===== src/rtl/rf_replay_writer.sv =====
// Replay-side register-file restorer: snoops committed core writes into a shadow
// copy and, while the core is halted, replays shadow values back into the core RF.
module rf_replay_writer #(
  parameter int ADDR_WIDTH   = 5,
  parameter int DATA_WIDTH   = 32,
  parameter bit R0_HARDWIRED = 1'b1
) (
  input  logic                  clk_i,
  input  logic                  rst_ni,
  input  logic                  core_we_i,
  input  logic [ADDR_WIDTH-1:0] core_waddr_i,
  input  logic [DATA_WIDTH-1:0] core_wdata_i,
  input  logic                  halt_i,
  input  logic [ADDR_WIDTH-1:0] replay_addr_i,
  input  logic                  shift_i,
  output logic                  rf_we_o,
  output logic [ADDR_WIDTH-1:0] rf_waddr_o,
  output logic [DATA_WIDTH-1:0] rf_wdata_o,
  output logic                  restore_busy_o,
  output logic                  restore_done_o,
  output logic                  restore_err_o,
  output logic [ADDR_WIDTH:0]   covered_cnt_o
);

  localparam int NUM_REG = 2 ** ADDR_WIDTH;
  localparam logic [ADDR_WIDTH:0] CNT_MAX = (ADDR_WIDTH + 1)'(NUM_REG);

  typedef enum logic [1:0] {S_IDLE, S_RESTORE, S_WAIT} state_t;

  state_t                r_state;
  logic [DATA_WIDTH-1:0] r_shadow [NUM_REG];
  logic [NUM_REG-1:0]    r_mask;
  logic [ADDR_WIDTH:0]   r_cnt;
  logic                  r_we;
  logic [ADDR_WIDTH-1:0] r_waddr;
  logic [DATA_WIDTH-1:0] r_wdata;
  logic                  r_busy;
  logic                  r_done;
  logic                  r_err;

  logic w_new_bit;
  logic w_drop_r0;
  logic w_mask_full;

  assign w_new_bit   = ~r_mask[replay_addr_i];
  assign w_drop_r0   = R0_HARDWIRED && (core_waddr_i == '0);
  assign w_mask_full = &r_mask;

  always_ff @(posedge clk_i or negedge rst_ni) begin
    if (!rst_ni) begin
      r_state <= S_IDLE;
      r_mask  <= '0;
      r_cnt   <= '0;
      r_we    <= 1'b0;
      r_waddr <= '0;
      r_wdata <= '0;
      r_busy  <= 1'b0;
      r_done  <= 1'b0;
      r_err   <= 1'b0;
      for (int i = 0; i < NUM_REG; i++) r_shadow[i] <= '0;
    end else begin
      case (r_state)
        S_IDLE: begin
          r_we   <= 1'b0;
          r_done <= 1'b0;
          if (halt_i) begin
            // Halt wins over a same-cycle core write: that data is suspect.
            r_state <= S_RESTORE;
            r_busy  <= 1'b1;
            r_err   <= 1'b0;
            r_mask  <= {{(NUM_REG-1){1'b0}}, R0_HARDWIRED};
            r_cnt   <= {{ADDR_WIDTH{1'b0}}, R0_HARDWIRED};
          end else if (core_we_i && !w_drop_r0) begin
            r_shadow[core_waddr_i] <= core_wdata_i;
          end
        end
        S_RESTORE: begin
          r_done <= 1'b0;
          if (!halt_i) begin
            r_state <= S_IDLE;
            r_busy  <= 1'b0;
            r_we    <= 1'b0;
            r_err   <= 1'b1;
          end else if (shift_i) begin
            r_state <= S_WAIT;
            r_busy  <= 1'b0;
            r_we    <= 1'b0;
            r_done  <= 1'b1;
            r_err   <= ~w_mask_full;
          end else begin
            r_we    <= 1'b1;
            r_waddr <= replay_addr_i;
            r_wdata <= r_shadow[replay_addr_i];
            r_mask[replay_addr_i] <= 1'b1;
            if (w_new_bit && r_cnt != CNT_MAX) r_cnt <= r_cnt + 1'b1;
          end
        end
        S_WAIT: begin
          r_we   <= 1'b0;
          r_done <= 1'b0;
          if (!halt_i) r_state <= S_IDLE;
        end
        default: begin
          r_state <= S_IDLE;
          r_we    <= 1'b0;
          r_busy  <= 1'b0;
          r_done  <= 1'b0;
        end
      endcase
    end
  end

  assign rf_we_o        = r_we;
  assign rf_waddr_o     = r_waddr;
  assign rf_wdata_o     = r_wdata;
  assign restore_busy_o = r_busy;
  assign restore_done_o = r_done;
  assign restore_err_o  = r_err;
  assign covered_cnt_o  = r_cnt;

endmodule


===== config.mk =====
export PLATFORM = sky130hd
export DESIGN_NAME = rf_replay_writer
export DESIGN_NICKNAME = d
export VERILOG_FILES = /design/src/rtl/rf_replay_writer.sv
export SDC_FILE = /design/constraint.sdc
export NUM_CORES = 2
export LEC_CHECK = 0
export BUFFER_PORTS_ARGS = -buffer_cell sky130_fd_sc_hd__buf_2
export CORE_MARGIN = 2
export CORE_UTILIZATION = 45
export DETAILED_ROUTE_END_ITERATION = 10
export GPL_ROUTABILITY_DRIVEN = 0
export GPL_TIMING_DRIVEN = 0
export PLACE_DENSITY = 0.62
export SLEW_MARGIN = 10
export SYNTH_ARGS = -nofsm -noshare
export SYNTH_HDL_FRONTEND = slang
export SYNTH_SLANG_ARGS = --single-unit

===== constraint.sdc =====
create_clock -name clk_i -period 2 [get_ports clk_i]
set_input_delay 0.2 -clock clk_i [delete_from_list [all_inputs] [get_ports clk_i]]
set_output_delay 0.2 -clock clk_i [all_outputs]
set_load 0.01 [all_outputs]

=== Word-level counts from Yosys, hierarchy flattened ===
Cells that the tools add are included.

* Flip-flop bits (word level): 1105
* Logic and storage cells: 118

* Bitwise logic cells: 8
* Muxes and demuxes: 38
* Reduce and logical (&&, ||, !) cells: 16
* Equality and inequality tests: 9
* Add/sub/neg operators: 1
* Magnitude comparators: 5

{| class="wikitable"
|+ Operator list
! cell !! count
|-
| bitwise mux 1024 bit || 1
|-
| 2-to-1 mux 32 bit || 6
|-
| binary-select mux 32 bit (select 5 bit) || 1
|-
| demux 32 bit (select 5 bit) || 1
|-
| case mux 32 bit (2 select lines) || 1
|-
| bitwise OR 32 bit || 1
|-
| AND reduction 32 bit || 1
|-
| 2-to-1 mux 6 bit || 4
|-
| AND reduction 3 bit || 5
|-
| 2-to-1 mux 1 bit || 14
|-
| greater-or-equal comparator 6 bit (second input constant) || 2
|-
| NOT 5 -> 6 bit || 2
|-
| case mux 6 bit (2 select lines) || 1
|-
| != test 2 bit (second input constant) || 5
|-
| 2-to-1 mux 2 bit || 4
|-
| adder 6 x 1 -> 6 bit (second input constant) || 1
|-
| less-than comparator 5 x 6 -> 1 bit (second input constant) || 1
|-
| less-than comparator 6 x 1 -> 1 bit (second input constant) || 1
|-
| != test 6 bit (second input constant) || 1
|-
| case mux 2 bit (3 select lines) || 1
|-
| binary-select mux 1 bit (select 5 bit) || 1
|-
| demux 1 bit (select 5 bit) || 1
|-
| greater-or-equal comparator 5 x 1 -> 1 bit (second input constant) || 1
|-
| zero test 5 bit || 1
|-
| other kinds (12) || 19
|}

=== Longest topological paths before layout ===
* Depth in word-level cells: 8
* Gate-level depth with buffers: 9

=== Least setup slack after synthesis ===
No wires, ideal clock.

* Path type: input port to flip-flop
* Start: input replay_addr_i[0]
* End: register r_wdata[5], in the netlist rf_wdata_o[5]
* Data required time: 1.859 ns
* Library setup time: 0.141 ns
* Setup slack: -0.192 ns
* Data arrival time: 2.051 ns
* Stages on the path: 7
* Cell sequence: buf_2 -> buf_4 -> buf_2 -> buf_2 -> mux4_2 -> a221oi_1 -> a31oi_1

* Word-level cells in the longest chain between the ends: 4

{| class="wikitable"
|+ Ends and longest elaborated chain
! what !! RTL line !! source
|-
| from (decl) || 14 || <nowiki>input logic [ADDR_WIDTH-1:0] replay_addr_i,</nowiki>
|-
| NOT 5 -> 6 bit (implied by the code) || 93 || <nowiki>r_wdata <= r_shadow[replay_addr_i];</nowiki>
|-
| binary-select mux 32 bit (select 5 bit) || 93 ||
|-
| 2-to-1 mux 32 bit (implied by the code) (2 in series) || 93 ||
|-
| to (signal assigned) || 93 ||
|-
| to (decl) || 36 || <nowiki>logic [DATA_WIDTH-1:0] r_wdata;</nowiki>
|}

No other way between the ends. The select of a mux whose other input is x is not followed.
A chain may end at the register's enable or synchronous reset.

=== Worst setup path in the final report ===
* Start: register r_state[1]
* End: register r_shadow[888] in the netlist's numbering

* Word-level cells in the longest chain between the ends: 2

{| class="wikitable"
|+ Ends and longest elaborated chain
! what !! RTL line !! source
|-
| from (decl) || 30 || <nowiki>state_t r_state;</nowiki>
|-
| from (signal assigned) || 51 || <nowiki>r_state <= S_IDLE;</nowiki>
|-
| from (signal assigned) || 68 || <nowiki>r_state <= S_RESTORE;</nowiki>
|-
| from (signal assigned) || 80 || <nowiki>r_state <= S_IDLE;</nowiki>
|-
| zero test 2 bit || 62 || <nowiki>case (r_state)</nowiki>
|-
| AND reduction 3 bit (no line) || n/a ||
|-
| to (signal, indexed assignment) || 74 || <nowiki>r_shadow[core_waddr_i] <= core_wdata_i;</nowiki>
|-
| to (decl) || 31 || <nowiki>logic [DATA_WIDTH-1:0] r_shadow [NUM_REG];</nowiki>
|}

No other way between the ends.

==> metrics.cfg <==
[critical_path]
crit_fanout = 5
cp-start-kind = register
cp_data_arrival_time_ns = 2.97
crit_chain = nor4b_4 > buf_6 > and2b_4 > buf_12 > nand2_8 > nor3_4 > buf_6 > clkbuf_16 > mux2_4
slowest_delay_ns = 0.44
crit_top_cell = buf_6
crit_family = simple AND/OR/NAND/NOR gates
worstPathRequired_ns = 2.60
critical_path_class = register to register
critPathSlowestCell = dfrtp_2
path_buf_inv = 4
crit_path_end_kind = register

[cells_and_area]
fin_nets = 3555
multi_input_area_um2 = 21200
regArea_um2 = 27700
nFillCells = 8779
area_growth_pct = 20.0
layout_commonest_cell = dfrtp_1
design_area_um2 = 59200
drive_gt1_frac = 0.522
final_core_util = 0.544
final_cells = 5019
final_cell_mix = dfrtp_1 (1104), mux2_2 (846), mux4_2 (276)

[place]
dpl_cell_area_um2 = 52000
port_buffers = 88
dp_hpwl_um = 108000
dp_worst_setup_slack_ns = -1.97
dp.cells = 4692

[sta]
layout_setup_ws_ns = -0.375
skew_ns = 0.0318
setup_viol = 985
hold_viol = 129
drv_slew = 0
timing.final.crit_share = 1.19
slew_headroom = 0.167
timing.setup.tns_ns = -213.44
max_freq_mhz = 421
holdWs_ns = -0.511
fin_crit_ns = 2.38
rsz0062_at_grt = yes
tightest_slew_ns = 1.25

[detailed_routing]
vias = 31100
first_iter_violations = 2756
postRouteAntennaNets = 0
routedWlPerCell_um = 33.6
vias_per_cell = 6.19
drc = 0
drt_wl_total_um = 169000
firstDrtPassIters = 6

[yosys]
async_flop_share = 1.00
synth-main-ff-cell = dfrtp_1
synth_nets = 3229
syn_area_per_cell_um2 = 15.5
synth_cell_types = 54
synth_edf_count = 0
synthCells = 3180
ys_ff_latch = 1105
ys_seq_area_frac = 0.560
synth_area_um2 = 49300
yosysWarnings = 0

[floorplanning]
die_h_um = 335
num_rows = 121
start_util = 0.453
die_area_um2 = 112000
die_w_um = 335
core_um2 = 109000
io_pins = 94

[job]
max-cap-violations = 0

[status]
status = finished, violations left
violations = negative hold slack, negative setup slack

[power_and_ir_drop]
cellPowerDensity_nw_per_um2 = 921
leakagePower_nw = 27.9
ir_drop_uv = 732
power.total_mw = 54.5

[grt]
grt.busiest_layer = met2
grt_max_degree = 149
grt_pass1_vias = 31400
track_usage = 0.297
grt_pass1_wl_um = 235000
antenna_found_initial = 9
grtUsageMet2 = 0.462
grt.overflow.total = 0
grt_use_met1 = 0.402
met3_usage = 0.0701

[hold_path]
hp-class = primary input to asynchronous set/reset pin

[clock_network]
clk_pin_slew_ns = 0.06
hold_buffers = 35
cts-root-buf = clkbuf_16
clock_sinks = 1105
numCtsBuffers = 115
clock_latency_ns = 0.73
clock_path_buffers = 3
cts_tree = yes
htreeDepth = 3

[layer usage]
metal | vias to the layer above | routed length (um) | share of wire
met2 | 1297 | 77000 | 0.46
li1 | 12400 | - | -
met5 | - | 27 | 0.00016
met4 | 4 | 8560 | 0.051
met3 | 397 | 14400 | 0.085
met1 | 16900 | 68700 | 0.41
[report_power, final]
part	leakage [nW]	total [mW]	internal [mW]	switching, mW
sequential	15.0	25.9	24.6	1.26
combinational	11.1	6.85	3.49	3.36
clock	1.89	21.8	12.6	9.24
[cell usage after synthesis, drive strengths merged, types with 2 or more instances]
master | instances | area share
a21oi | 57 | 0.0058
o31ai | 4 | 0.00061
and3b | 3 | 0.00053
nand3b | 2 | 0.00030
nor2b | 11 | 0.0014
and3 | 4 | 0.00051
nand4 | 7 | 0.00089
o221ai | 3 | 0.00053
nand3 | 14 | 0.0014
a22oi | 20 | 0.0030
ha | 2 | 0.00051
buf | 139 | 0.013
nor3b | 2 | 0.00030
mux4 | 276 | 0.13
nand2b | 9 | 0.0011
o32a | 4 | 0.00081
clkbuf | 194 | 0.015
o221a | 8 | 0.0018
nor3 | 10 | 0.0014
dfrtp | 1105 | 0.56
a31oi | 9 | 0.0011
and2 | 2 | 0.00025
o21a | 2 | 0.00030
a22o | 13 | 0.0023
o21ai | 32 | 0.0032
a211o | 2 | 0.00036
nand2 | 79 | 0.0060
nor2 | 77 | 0.0059
a221oi | 18 | 0.0032
inv | 7 | 0.00053
o41ai | 2 | 0.00036
mux2 | 1007 | 0.23
mux2i | 42 | 0.0085
[kinds of logic after synthesis]
family / Yosys count / share of synthesized area
AOI/OAI and AO/OA: 180 / 0.0246
adders and majority gates: 2 / 0.000507
buffers and inverters: 340 / 0.0288
DFF: 1105 / 0.560
muxes: 1325 / 0.364
and+or+nand+nor: 228 / 0.0214
[state kept, by name, indices dropped and copies added, names as in the netlist]
register,flops
restore_busy_o,1
restore_done_o,1
rf_we_o,1
r_state,2
r_shadow,1024
rf_waddr_o,5
rf_wdata_o,32
r_mask,32
covered_cnt_o,6
restore_err_o,1
[timing repair]
action / 4_1_cts / 5_1_grt
pin swaps: 16 / 8
setup endpoints to repair: 1062 / 1310
resized for setup: 392 / 309
setup buffers: 34 / 25
hold endpoints to repair: 147 / 111
cloned: 5 / 13
[area by class of cell]
class | count | area share
Buffer | 332 | 0.0448
Multi-Input combinational cell | 1735 | 0.358
Clock buffer | 180 | 0.0589
Sequential cell | 1105 | 0.467
Inverter | 7 | 0.000444
Clock inverter | 31 | 0.00535
Antenna cell | 5 | 0.000211
Timing Repair Buffer | 210 | 0.0353
Tap cell | 1414 | 0.0299
[final timing paths]
check / start / to / slack, ns / cells past startpoint
worst min-delay path: rst_ni / r_shadow[497]$_DFFE_PN0P_ / -0.51 / 1
worst min register to register: r_shadow[1002]$_DFFE_PN0P_ / r_shadow[1002]$_DFFE_PN0P_ / 0.45 / 1
max in group asynchronous: rst_ni / r_shadow[926]$_DFFE_PN0P_ / 0.25 / 4
worst max register to register: r_state[1]$_DFFE_PN0P_ / r_shadow[888]$_DFFE_PN0P_ / -0.38 / 9
worst max-delay path: r_state[1]$_DFFE_PN0P_ / r_shadow[888]$_DFFE_PN0P_ / -0.38 / 9
min in group clk_i: halt_i / restore_done_o$_DFF_PN0_ / 0.07 / 3
(Power assumes the default switching activity.)
